$ cat src/rtl/apb_bridge_pkg.sv
// Shared types and constants for the APB3 initiator bridge.
package apb_bridge_pkg;

    typedef enum logic [1:0] {
        IDLE   = 2'd0,
        SETUP  = 2'd1,
        ACCESS = 2'd2,
        RESP   = 2'd3
    } state_t;

    localparam int STATUS_W = 2;

    localparam logic [STATUS_W-1:0] ST_OK       = 2'b00;
    localparam logic [STATUS_W-1:0] ST_SLVERR   = 2'b01;
    localparam logic [STATUS_W-1:0] ST_TIMEOUT  = 2'b10;
    localparam logic [STATUS_W-1:0] ST_MISALIGN = 2'b11;

endpackage

$ cat src/rtl/apb_wait_timer.sv
// Saturating wait-state counter; expired flags the enabled cycle whose
// increment brings the count up to a non-zero limit.
module apb_wait_timer #(
    parameter int W = 9
) (
    input  logic         clk,
    input  logic         rst,
    input  logic         clear,
    input  logic         count_en,
    input  logic [W-1:0] limit,
    output logic         expired
);

    logic [W-1:0] cnt_q;

    always_ff @(posedge clk or posedge rst) begin
        if (rst) begin
            cnt_q <= '0;
        end else if (clear) begin
            cnt_q <= '0;
        end else if (count_en && (cnt_q != {W{1'b1}})) begin
            cnt_q <= cnt_q + W'(1);
        end
    end

    // A zero limit disables the abort entirely.
    assign expired = count_en && (limit != '0) && (cnt_q >= (limit - W'(1)));

endmodule

$ cat src/rtl/apb_master_bridge.sv
// APB3 initiator: turns single core load/store requests into SETUP/ACCESS
// transfers and returns data plus status on a registered response channel.
module apb_master_bridge
    import apb_bridge_pkg::*;
#(
    parameter int ADDR_WIDTH     = 32,
    parameter int DATA_WIDTH     = 32,
    parameter int TIMEOUT_CYCLES = 256
) (
    input  logic                  PCLK,
    input  logic                  PRESET,
    input  logic                  REQ_VALID,
    output logic                  REQ_READY,
    input  logic [ADDR_WIDTH-1:0] REQ_ADDR,
    input  logic                  REQ_WRITE,
    input  logic [DATA_WIDTH-1:0] REQ_WDATA,
    output logic                  RSP_VALID,
    input  logic                  RSP_READY,
    output logic [DATA_WIDTH-1:0] RSP_RDATA,
    output logic [STATUS_W-1:0]   RSP_STATUS,
    output logic [ADDR_WIDTH-1:0] MASTER_PADDR,
    output logic                  MASTER_PSEL,
    output logic                  MASTER_PENABLE,
    output logic                  MASTER_PWRITE,
    output logic [DATA_WIDTH-1:0] MASTER_PWDATA,
    input  logic [DATA_WIDTH-1:0] MASTER_PRDATA,
    input  logic                  MASTER_PREADY,
    input  logic                  MASTER_PSLVERR,
    output logic [1:0]            state_dbg
);

    localparam int CNT_W = (TIMEOUT_CYCLES < 1) ? 1 : $clog2(TIMEOUT_CYCLES + 1);

    state_t                state_q, state_d;
    logic                  load_req, load_rsp, expired;
    logic [DATA_WIDTH-1:0] rdata_d;
    logic [STATUS_W-1:0]   status_d;

    // Handshakes: a transfer happens on a rising edge where valid && ready;
    // a raised valid holds its payload stable until that edge.
    assign REQ_READY = (state_q == IDLE) && !PRESET;
    assign state_dbg = state_q;

    apb_wait_timer #(.W(CNT_W)) u_timer (
        .clk      (PCLK),
        .rst      (PRESET),
        .clear    (state_q != ACCESS),
        .count_en ((state_q == ACCESS) && !MASTER_PREADY),
        .limit    (CNT_W'(TIMEOUT_CYCLES)),
        .expired  (expired)
    );

    always_comb begin
        state_d  = state_q;
        load_req = 1'b0;
        load_rsp = 1'b0;
        rdata_d  = '0;
        status_d = ST_OK;
        case (state_q)
            IDLE: begin
                if (REQ_VALID) begin
                    if (REQ_ADDR[1:0] != 2'b00) begin
                        state_d  = RESP;
                        load_rsp = 1'b1;
                        status_d = ST_MISALIGN;
                    end else begin
                        state_d  = SETUP;
                        load_req = 1'b1;
                    end
                end
            end
            SETUP: state_d = ACCESS;
            ACCESS: begin
                // PREADY takes priority over a timeout landing on the same edge.
                if (MASTER_PREADY) begin
                    state_d  = RESP;
                    load_rsp = 1'b1;
                    status_d = MASTER_PSLVERR ? ST_SLVERR : ST_OK;
                    if (!MASTER_PWRITE && !MASTER_PSLVERR) rdata_d = MASTER_PRDATA;
                end else if (expired) begin
                    state_d  = RESP;
                    load_rsp = 1'b1;
                    status_d = ST_TIMEOUT;
                end
            end
            RESP: if (RSP_READY) state_d = IDLE;
            default: state_d = IDLE;
        endcase
    end

    always_ff @(posedge PCLK or posedge PRESET) begin
        if (PRESET) begin
            state_q        <= IDLE;
            MASTER_PSEL    <= 1'b0;
            MASTER_PENABLE <= 1'b0;
            MASTER_PADDR   <= '0;
            MASTER_PWRITE  <= 1'b0;
            MASTER_PWDATA  <= '0;
            RSP_VALID      <= 1'b0;
            RSP_RDATA      <= '0;
            RSP_STATUS     <= ST_OK;
        end else begin
            state_q        <= state_d;
            MASTER_PSEL    <= (state_d == SETUP) || (state_d == ACCESS);
            MASTER_PENABLE <= (state_d == ACCESS);
            RSP_VALID      <= (state_d == RESP);
            if (load_req) begin
                MASTER_PADDR  <= REQ_ADDR;
                MASTER_PWRITE <= REQ_WRITE;
                MASTER_PWDATA <= REQ_WRITE ? REQ_WDATA : '0;
            end
            if (load_rsp) begin
                RSP_RDATA  <= rdata_d;
                RSP_STATUS <= status_d;
            end
        end
    end

endmodule

$ cat config.mk
export PLATFORM = sky130hd
export DESIGN_NAME = apb_master_bridge
export DESIGN_NICKNAME = d
export VERILOG_FILES = /design/src/rtl/apb_bridge_pkg.sv /design/src/rtl/apb_wait_timer.sv /design/src/rtl/apb_master_bridge.sv
export SDC_FILE = /design/constraint.sdc
export NUM_CORES = 1
export LEC_CHECK = 0
export ABC_AREA = 1
export CAP_MARGIN = 10
export CELL_PAD_IN_SITES_DETAIL_PLACEMENT = 0
export CELL_PAD_IN_SITES_GLOBAL_PLACEMENT = 1
export CORE_MARGIN = 5
export CORE_UTILIZATION = 32
export CTS_CLUSTER_DIAMETER = 150
export CTS_CLUSTER_SIZE = 16
export DETAILED_ROUTE_END_ITERATION = 6
export PLACE_DENSITY_LB_ADDON = 0.1
export SLEW_MARGIN = 20
export SYNTH_ARGS = -nofsm -noshare
export SYNTH_HDL_FRONTEND = slang
export SYNTH_SLANG_ARGS = --single-unit
$ cat constraint.sdc
create_clock -name PCLK -period 9.69 [get_ports PCLK]
set_input_delay 0.969 -clock PCLK [delete_from_list [all_inputs] [get_ports PCLK]]
set_output_delay 0.969 -clock PCLK [all_outputs]
set_load 0.005 [all_outputs]
==> PnR_summary.wiki <==
{| class="wikitable"
! Metric !! Value
|-
| Highest net fanout along the worst path || 65
|-
| Internal power summed over all cells || 1.57 mW
|-
| Yosys top cell area share || roughly three fifths
|-
| Crit path largest cell delay || 890 ps
|-
| Clock power share || 30.3%
|-
| Wire length per cell || between 10 and 15 um
|-
| Data required, critical path || 9980 ps
|-
| Final number of max-transition violations || 0
|-
| Number of buffers created by CTS || 17
|-
| Portion of total power attributed to sequential cells || 35.7%
|-
| Number of buffer cells added on primary ports || 207
|-
| Number of instances in the synthesized netlist || about 520
|-
| Setup TNS Final || 0 ps
|-
| Final hold vios || 0
|-
| Yosys warnings || 0
|-
| Pin slew with the least headroom to its limit || 897 ps
|-
| Fraction of power consumed by combinational cells || 34.1%
|-
| Clock Tree Buf Depth || 2
|-
| Cell area reported after detailed placement || around 6800 um^2
|-
| Average cell area after synthesis || approximately 9 um^2
|-
| Clock Skew || between 8 and 9 ps
|-
| Clk_lat worst skew || 410 ps
|-
| Nature of the critical path endpoint || flop
|-
| Die Area || around 17000 um^2
|-
| Final period util || 34.2%
|-
| Via total after detailed routing || 4122
|-
| Sequential cell area fraction in the yosys report || roughly three fifths
|-
| Number of setup buffers added after CTS || 0
|-
| Share of post-route cells with drive strength above 1 || 6.14%
|-
| First-pass GRT wire length || 21400 um
|-
| Maxcap violations || 0
|-
| Switch share || 28.7%
|-
| Antenna diode count || 0
|-
| Sort of element at the start of the critical path || input pin
|-
| Clock-pin slew on the worst setup and hold paths || around 50 ps
|-
| TritonCTS clock tree || done
|-
| Cell area power density || 297 nW/um^2
|-
| Total GRT Usage || 16.3%
|-
| Final wirelength || 13700 um
|-
| Cell-by-cell trace of the critical path || clkdlybuf4s50_1 -> or2_2 -> nor2_4 -> buf_4 -> clkinv_2 -> nand2_1 -> nand2_1
|-
| Remaining DRCs || 0
|-
| Min-delay worst type || reg2reg
|-
| Leakage power || 3.64 nW
|-
| Detailed Place HPWL || 9440 um
|-
| Area of all placed cells without fillers || 7430 um^2
|-
| Antenna-violating nets left || 0
|-
| Per-cell via count in the routed design || 4.50
|-
| Level count of the clock H-tree || 4
|-
| Net switching power || 631 uW
|-
| Cell seen most often among critical-path stages || nand2_1
|-
| Y dimension of the die || 130 um
|-
| Placer Congestion || 0.778
|-
| Kind of cell adding the most delay to the critical path || buffers and inverters
|-
| Maximum number of pins on one net before global-route repair || 66
|-
| Starting DRC count in detailed routing || 223
|-
| Number of clock sinks seen by CTS || 113
|-
| I/O Pins || 208
|-
| Count of unique library cells instantiated by Yosys || 27
|-
| Slowest library cell on the worst path || clkinv_2
|-
| Cell types with the largest area share after synthesis || dfrtp_1 (61%), nand2_1 (20%), nand3_1 (7.7%)
|-
| Final-report setup violation count || 0
|-
| Hold buffer count at cts || 0
|-
| Number of nets produced by synthesis || 626
|-
| Final hold slack || 473 ps
|-
| Layout area overhead || 60.5%
|-
| Signal arrival time at the worst endpoint || 3610 ps
|-
| Starting utilization of the core area || 32.2%
|-
| Worst voltage drop across the vdd grid || 0.000133 V
|-
| Max Fclk || 302 MHz
|-
| Worst max-slew margin expressed relative to the limit || between 40 and 50%
|-
| Total congestion overflow after global routing || 0
|-
| DRT Pass-1 Iters || 4
|-
| Synthesized cell area || around 4600 um^2
|-
| Resize count post-CTS || 0
|-
| Outcome || finished clean
|-
| Critical path class || in2reg
|-
| Via count of the first global-routing pass || between 4000 and 5000
|-
| Initial antenna violation count || 0
|-
| Post-route minimum period || 3320 ps
|-
| Cell Rows || 44
|-
| Floorplan die width || 130 um
|-
| Yosys top cell by area || dfrtp_1
|-
| Buf/Inv on CP || 3
|-
| Setup repair after global routing missed its margin || no
|-
| Synth Register Bits || 113
|-
| Clock Root Buffer || clkbuf_16
|-
| Area of the core || ~14000 um^2
|-
| Net total in the final layout || 829
|-
| Filler Cell Count || 1339
|}
==> cell usage after synthesis <==
cell / count
nor3_4: 1
buf_2: 11
nand4_1: 2
nand2_1: 250
nor2_4: 2
o31ai_1: 1
ha_1: 5
a22oi_1: 1
clkbuf_1: 4
nand3_1: 71
nor3_1: 3
a21oi_1: 2
o22ai_1: 1
nand2_2: 1
nor2_2: 1
buf_6: 6
inv_2: 2
or2_0: 1
buf_1: 2
o21ai_0: 5
or2_2: 1
inv_1: 16
buf_4: 3
nor2_1: 11
a21boi_0: 1
dfrtp_1: 113
nand3_2: 1
==> layer usage <==
layer	part of all wire (%)	global-route usage, %
met3	9.1	7.45
met4	2.1	7.52
met2	47	25.2
met5	0	0
met1	41	19.4
==> layout by cell type (no fill, tap or decap) <==
master | netlist | layout
clkdlybuf4s50_1 | 0 | 206
nor2_1 | 11 | 11
clkbuf_16 | 0 | 17
buf_8 | 0 | 1
clkinv_2 | 0 | 5
inv_2 | 2 | 1
buf_4 | 3 | 2
nand2_2 | 1 | 1
a22oi_1 | 1 | 1
nor2_4 | 2 | 2
nor2_2 | 1 | 1
nand3_1 | 71 | 71
nor3_1 | 3 | 3
or2_0 | 1 | 1
clkinv_4 | 0 | 1
ha_1 | 5 | 5
o22ai_1 | 1 | 1
dfrtp_1 | 113 | 113
nand4_1 | 2 | 2
inv_4 | 0 | 1
clkbuf_8 | 0 | 4
nand3_2 | 1 | 1
nor3_4 | 1 | 1
bufinv_16 | 0 | 4
a21oi_1 | 2 | 2
a21boi_0 | 1 | 1
o21ai_0 | 5 | 5
o31ai_1 | 1 | 1
nand2_1 | 250 | 250
buf_2 | 11 | 1
clkinvlp_4 | 0 | 1
or2_2 | 1 | 1
inv_1 | 16 | 15
==> per-stage QoR <==
stage                     power, mW  cells  util (%)  worst slack (ps)
after CTS                      2.24    917      51.7              6600
after detailed placement       1.56    886      47.2              6290
after global routing           2.35    917      51.7              6140
after global placement         1.54    885      47.2              6280
after floorplan                1.04    518         -              5730
final                          2.20    917      51.7              6370
==> worst paths after layout <==
check / from / to / slack (ps) / depth (start not counted)
setup / recovery: REQ_ADDR[1] / MASTER_PWDATA[30]$_DFFE_PP0P_ / 6370 / 7
hold / removal: MASTER_PADDR[27]$_DFFE_PP0P_ / MASTER_PADDR[27]$_DFFE_PP0P_ / 470 / 2
setup reg to reg: state_dbg[0]$_DFF_PP0_ / MASTER_PWDATA[30]$_DFFE_PP0P_ / 6900 / 7
hold reg to reg: MASTER_PADDR[27]$_DFFE_PP0P_ / MASTER_PADDR[27]$_DFFE_PP0P_ / 470 / 2
max in group asynchronous: PRESET / u_timer.cnt_q[4]$_DFFE_PP0P_ / 7390 / 3
min in group asynchronous: PRESET / RSP_VALID$_DFF_PP0_ / 1040 / 2
==> worst reg2reg max path: stages, from the launching register on <==
cell,delay [ps]
dfrtp_1,480
nor2_2,170
nand2_1,120
nor2_4,90
buf_4,520
clkinv_2,920
nand2_1,300
nand2_1,70
==> cell families after synthesis <==
kind of cell / Yosys count / synth area share [%]
and+or+nand+nor: 345 / 31.1
DFF: 113 / 61.1
buffers and inverters: 44 / 5.09
AOI/OAI and AO/OA: 11 / 1.38
adders and majority gates: 5 / 1.35
==> cell type report <==
cell class / count / area [um^2] / area share [%]
Clock inverter: 10 / 156 / 2.11
Timing Repair Buffer: 210 / 2100 / 28.2
Sequential cell: 113 / 2830 / 38.1
Tap cell: 184 / 230 / 3.10
Inverter: 18 / 71.3 / 0.960
Clock buffer: 21 / 480 / 6.47
Multi-Input combinational cell: 361 / 1560 / 21.0
==> sequential cells by signal, indices dropped and copies added (netlist names), 2 cells and up <==
register / flops
MASTER_PADDR: 32
RSP_STATUS: 2
u_timer.cnt_q: 9
state_dbg: 2
RSP_RDATA: 32
MASTER_PWDATA: 32
==> power groups by stage <==
stage | registers (mW) | clock network (mW) | logic (mW)
floorplan | 0.797 | 0 | 0.239
global placement | 0.786 | 0 | 0.758
detailed placement | 0.789 | 0 | 0.769
CTS | 0.787 | 0.684 | 0.770
global route | 0.812 | 0.705 | 0.830
finish | 0.785 | 0.667 | 0.750
Note: power is estimated with default switching activity, not from simulation.
